[config.mk]
export PLATFORM = sky130hd
export DESIGN_NAME = load_use_scoreboard
export DESIGN_NICKNAME = d
export VERILOG_FILES = /design/src/rtl/load_use_scoreboard.sv
export SDC_FILE = /design/constraint.sdc
export NUM_CORES = 1
export LEC_CHECK = 0
export CAP_MARGIN = 20
export CORE_AREA = 4 4 76 78
export DETAILED_ROUTE_END_ITERATION = 10
export DIE_AREA = 0 0 80 82
export GPL_TIMING_DRIVEN = 0
export PLACE_DENSITY = 0.69
export SYNTH_ARGS = -nofsm -noshare
export SYNTH_HDL_FRONTEND = slang
export SYNTH_SLANG_ARGS = --single-unit
[constraint.sdc]
create_clock -name clk -period 6 [get_ports clk]
set_input_delay 0.6 -clock clk [delete_from_list [all_inputs] [get_ports clk]]
set_output_delay 0.6 -clock clk [all_outputs]
set_load 0.03 [all_outputs]
[src/rtl/load_use_scoreboard.sv]
`default_nettype none
// ============================================================================
// Module   : load_use_scoreboard
// Purpose  : ID-stage load-use interlock with an aging in-flight load
//            scoreboard and a saturating stall-cycle counter.
// Revision : 1.0
// ============================================================================
module load_use_scoreboard #(
    parameter int REG_ADDR_W    = 5,
    parameter int NUM_SRC       = 2,
    parameter int LOAD_LAT      = 1,
    parameter int ZERO_REG_SKIP = 1,
    parameter int CNT_W         = 32
) (
    input  logic                          clk,
    input  logic                          rst,
    input  logic                          MemStall,
    input  logic                          flush,
    input  logic                          id_valid,
    input  logic                          id_mem_read,
    input  logic [REG_ADDR_W-1:0]         id_rd,
    input  logic [NUM_SRC*REG_ADDR_W-1:0] id_rs,
    input  logic [NUM_SRC-1:0]            id_rs_used,
    output logic                          hazard_stall,
    output logic [NUM_SRC-1:0]            hazard_src,
    output logic [CNT_W-1:0]              stall_cnt
);

    logic [LOAD_LAT-1:0]   slot_vld_q;
    logic [LOAD_LAT-1:0]   slot_vld_d;
    logic [REG_ADDR_W-1:0] slot_rd_q [LOAD_LAT];
    logic [REG_ADDR_W-1:0] slot_rd_d [LOAD_LAT];
    logic [CNT_W-1:0]      stall_cnt_q;
    logic [CNT_W-1:0]      stall_cnt_d;
    logic                  w_issue_load;

    // Slot 0 is the youngest in-flight load; a match in any slot blocks issue.
    always_comb begin
        hazard_src = '0;
        for (int k = 0; k < NUM_SRC; k++) begin
            for (int i = 0; i < LOAD_LAT; i++) begin
                if (id_rs_used[k] && slot_vld_q[i] &&
                    (slot_rd_q[i] == id_rs[k*REG_ADDR_W +: REG_ADDR_W]) &&
                    ((ZERO_REG_SKIP == 0) ||
                     (id_rs[k*REG_ADDR_W +: REG_ADDR_W] != '0))) begin
                    hazard_src[k] = 1'b1;
                end
            end
        end
        if (!id_valid || flush) begin
            hazard_src = '0;
        end
    end

    assign hazard_stall = |hazard_src;

    assign w_issue_load = id_valid && id_mem_read && !flush && !hazard_stall &&
                          ((ZERO_REG_SKIP == 0) || (id_rd != '0));

    always_comb begin
        slot_vld_d = slot_vld_q;
        slot_rd_d  = slot_rd_q;
        if (!MemStall) begin
            for (int i = LOAD_LAT - 1; i > 0; i--) begin
                slot_vld_d[i] = slot_vld_q[i-1];
                slot_rd_d[i]  = slot_rd_q[i-1];
            end
            slot_vld_d[0] = w_issue_load;
            slot_rd_d[0]  = id_rd;
        end
    end

    // Frozen cycles are not counted; the counter sticks at all-ones.
    always_comb begin
        stall_cnt_d = stall_cnt_q;
        if (hazard_stall && !MemStall && (stall_cnt_q != '1)) begin
            stall_cnt_d = stall_cnt_q + CNT_W'(1);
        end
    end

    always_ff @(posedge clk or posedge rst) begin
        if (rst) begin
            slot_vld_q  <= '0;
            stall_cnt_q <= '0;
            for (int i = 0; i < LOAD_LAT; i++) begin
                slot_rd_q[i] <= '0;
            end
        end else begin
            slot_vld_q  <= slot_vld_d;
            slot_rd_q   <= slot_rd_d;
            stall_cnt_q <= stall_cnt_d;
        end
    end

    assign stall_cnt = stall_cnt_q;

endmodule
`default_nettype wire

* Yosys cells after proc, flatten, opt, wreduce, memory -nomap -nowiden
Index checks and enable logic that the tools add are counted.
W data, S select, Z words.
** Storage, ports and cells
- Word-level logic and storage cells :: 31
- Input bits :: 23
- Flip-flop bits (word level) :: 38
- Output and inout port bits :: 35
** Cells by class
- Eq/ne operators :: 3
- Multiplexer cells :: 3
- $add $sub $neg :: 1
- Reduce and logical (&&, ||, !) cells :: 21
** Operators with widths (count)
- $add A32 B1 Y32 const B :: 1
- $ne A32 B32 Y1 const B :: 1
- $reduce_bool A5 Y1 :: 3
- $logic_and A1 B1 Y1 :: 12
- $eq A5 B5 Y1 :: 2
- $logic_not A1 Y1 :: 4
- $mux W1 :: 2
- $mux W2 :: 1
- $reduce_or A2 Y1 :: 1
- $logic_or A1 B1 Y1 :: 1

* Logic depth before layout (Yosys ltp)
- Depth in word-level cells :: 9
- Mapped depth :: 8
- Depth with buffers taken out :: 7

* Worst setup path before layout
No wires, ideal clock.
- Path type :: input to output
- From :: in id_rs[1]
- To :: out hazard_stall
- Required time :: 5400 ps
- Slack :: 3135 ps
- Stages on the path :: 6
- Buffers on the path :: 1
- Arrival time :: 2265 ps
- Cell sequence :: xnor2_1 -> nand4_1 -> a2111oi_2 -> nor2_2 -> buf_2 -> inv_1
** On the way
- Longest elaborated chain between the ends :: 6
- Elaborated cells between the ends (all ways) :: 7
- Classes of those cells :: 1 x eq/ne; 2 x mux; 4 x reduce/logical
** RTL lines
- start, declared :: line 22 : input logic [NUM_SRC*REG_ADDR_W-1:0] id_rs,
- $eq A5 B5 Y1 :: line 43 : (slot_rd_q[i] == id_rs[k*REG_ADDR_W +: REG_ADDR_W]) &&
- $logic_and A1 B1 Y1 :: line 42 : if (id_rs_used[k] && slot_vld_q[i] &&
- $logic_and A1 B1 Y1 * :: line 43
- $mux W1 * :: line 42
- $mux W2 * :: line 50 : if (!id_valid || flush) begin
- named net hazard_src[0] :: line 25 : output logic [NUM_SRC-1:0] hazard_src,
- $reduce_or A2 Y1 * :: line 55 : assign hazard_stall = |hazard_src;
- end, declared :: line 24 : output logic hazard_stall,
Mark *: on every way through the listed nets, which the timed path passes. The rest lies on a longest branch.

* Worst setup path after layout
- From :: in id_rs[1]
- To :: out hazard_stall
** On the way
- Longest elaborated chain between the ends :: 6
- Elaborated cells between the ends (all ways) :: 7
- Classes of those cells :: 1 x eq/ne; 2 x mux; 4 x reduce/logical
** RTL lines (line)
- $eq A5 B5 Y1 :: 43
- $logic_and A1 B1 Y1 :: 42
- $logic_and A1 B1 Y1 * :: 43
- $mux W1 * :: 42
- $mux W2 * :: 50
- $reduce_or A2 Y1 * :: 55
Every way passes the cells marked *; elsewhere a longest branch is shown, timed or not.

==> impl_metrics.py <==
metrics = {
    "outcome": {
        "outcome": "completed",
    },
    "synth": {
        "synth.most_common_cell": "dfrtp_1",
        "synth_cell_types": 36,
        "synth_edf_count": 0,
        "yosys.area_share.simple": 0.254,
        "synthFlopType": "dfrtp_1",
        "synth_area_per_cell_um2": 10.4,
        "yosysTopAreaCellShare": 0.474,
        "synth_top_area_cell": "dfrtp_1",
        "synth_adder_area_share": 0.00623,
        "synthCells": 193,
        "seq_area_frac_synth": 0.474,
        "ys_seq_elements": 38,
        "synthXorXnorAreaFrac": 0.170,
        "synth_area_leaders": "dfrtp_1, xor2_1, xnor2_1",
        "yosys_warnings": 0,
        "synth_top_family_by_area": "simple AND/OR/NAND/NOR gates",
        "synthesis.area_um2": 2010,
        "yosys-top-cells-count": "dfrtp_1, xor2_1, nor2_1",
        "ys_async_sr_fraction": 1.00,
        "synth-compound-area-share": 0.0393,
        "synth_mux_area_frac": 0.0336,
        "syn-num-nets": 217,
    },
    "sta": {
        "fin_tns_setup_ps": 0,
        "hold_viol": 0,
        "max-slew-margin-rel": 0.467,
        "drv_slew": 0,
        "setup_violations": 0,
        "finalCritPeriodShare": 0.605,
        "tightest_slew_ps": 798,
        "rsz0062_at_grt": "false",
        "period_needed_ps": 3630,
        "clock.fmax_mhz": 276,
        "skew_ps": 7.88,
    },
    "global_routing": {
        "grt_start_max_net_pins": 39,
        "grt_pass1_wl_mm": 8.10,
        "track_usage": 0.159,
        "grt_pass1_vias": 1673,
        "overflow": 0,
        "antenna_found_initial": 0,
    },
    "floorplan": {
        "die_h_um": 82,
        "die_w_um": 80,
        "initial_core_util": 0.396,
        "die_area_um2": 6560,
        "core_um2": 5070,
        "ioPinCount": 58,
        "row_count": 26,
    },
    "cts": {
        "cts_tree": "built",
        "ctsResizeCount": 0,
        "h-tree-depth": 2,
        "root_buffer": "clkbuf_8",
        "clk_pin_slew_worst_paths_ps": 70,
        "clk_latency_ps": 290,
        "numCtsBuffers": 5,
        "cts_max_path_buffers": 2,
        "cts_hold_buf": 0,
        "numClockSinks": 38,
        "cts_setup_buffers": 0,
    },
    "layout": {
        "drive_gt1_frac": 0.109,
        "nNetsFinal": 281,
        "antenna_cells": 0,
        "syn2layout_area_growth_pct": 39.9,
        "fillers": 477,
        "fin_cells": 328,
    },
    "drt": {
        "drt_wl_total_mm": 4.77,
        "vias_per_cell": 5.05,
        "drt_iter0_markers": 56,
        "dr.pass1.iters": 4,
        "drc": 0,
        "post_drt_wl_per_cell_um": 14.5,
        "postRouteAntennaNets": 0,
        "vias": 1655,
    },
    "placed_design": {
        "dp.cells": 320,
        "gp_congestion": 0.767,
        "dp_hpwl_mm": 3.53,
        "portBuffers": 57,
    },
    "power": {
        "power_uw": 570,
        "irDropWorstVdd_mv": 0.104,
        "p_per_area_nw_per_um2": 203,
        "power.leakage_uw": 0.00126,
    },
    "worst_setup_path": {
        "arrival_ps": 3030,
        "cp.required_ps": 5400,
        "start_kind": "input port",
        "cp-end-kind": "output port",
        "cp_top_family": "buffers and inverters",
        "critPathKind": "input port to output port",
        "crit_chain": "clkdlybuf4s50_1, xnor2_1, nand4_1, a2111oi_2, nor2_2, buf_2, inv_1, clkdlybuf4s50_1",
        "cp_common_cell": "clkdlybuf4s50_1",
        "critical_path.max_fanout": 10,
        "cp_slowest_cell": "clkdlybuf4s50_1",
        "worst-r2r-setup-slack_ps": 3480,
        "crit_buf_inv": 4,
        "critPathMaxStageDelay_ps": 680,
    },
    "flow_run": {
        "cap_violations": 0,
    },
    "worst_hold_path": {
        "hp-class": "register to register",
    },
}
per-layer routing:
metal / vias up / global-route usage / part of all wire
met4: 0 / 0.0608 / 0.017
met2: 45 / 0.240 / 0.46
met5: - / 0 / 0
met3: 4 / 0.0384 / 0.053
met1: 795 / 0.221 / 0.47
li1: 811 / - / -
state kept, by name, summed over array words and instances, names as in the netlist:
name / count
stall_cnt: 32
slot_rd_q: 5
slot_vld_q: 1
through the flow:
step | setup WS, ps | util | cell area, µm² | hold slack [ps]
final | 2370 | 0.554 | 2810 | 491
after global routing | 2200 | 0.554 | 2810 | 522
after floorplan | 3140 | - | 2010 | 453
after detailed placement | 2370 | 0.525 | 2670 | 483
after CTS | 2350 | 0.554 | 2810 | 499
after global placement | 2360 | 0.525 | 2670 | 472
cells in the final DEF (no fill, tap or decap), types with 6 or more instances in the layout:
cell,instances
mux2_2,6
nor3_1,10
nand4_1,9
nor4_1,8
nor2_1,17
xor2_1,29
nand3_1,8
dfrtp_1,38
xnor2_1,10
nand2_1,13
clkbuf_8,6
inv_1,8
clkdlybuf4s50_1,57
final cells by class:
| cell class | instances | area (µm²) | share of cell area |
|---|---|---|---|
| plain buffers | 3 | 13.8 | 0.00490 |
| clock buffers | 6 | 82.6 | 0.0294 |
| clock inverters | 2 | 60.1 | 0.0214 |
| inverters | 9 | 33.8 | 0.0120 |
| multi-input cells | 143 | 1010 | 0.359 |
| flip-flops and latches | 38 | 951 | 0.339 |
| well taps | 70 | 87.6 | 0.0312 |
| repair buffers | 57 | 571 | 0.203 |
logic make-up after synthesis:
logic type / count (synthesis)
flip-flops: 38
XOR/XNOR: 39
AO/OA/AOI/OAI: 10
multiplexers: 6
buffers and inverters: 12
adder cells (fa/ha/maj): 1
AND/OR/NAND/NOR: 87
report_power, final:
group	switching [µW]	internal (µW)
Sequential	4.75	260
Combinational	16.2	22.8
Clock	89.2	177
Total	110	460
final timing paths:
| path | depth (start not counted) | start | endpoint |
|---|---|---|---|
| max in group asynchronous | 2 | rst | stall_cnt[18] |
| worst min register to register | 1 | stall_cnt[31] | stall_cnt[31] |
| worst min-delay path | 1 | stall_cnt[31] | stall_cnt[31] |
| min in group asynchronous | 2 | rst | slot_vld_q |
| worst max register to register | 8 | stall_cnt[0] | stall_cnt[17] |
| worst max-delay path | 8 | id_rs[1] | hazard_stall |
Power figures use the tool's default switching activity.
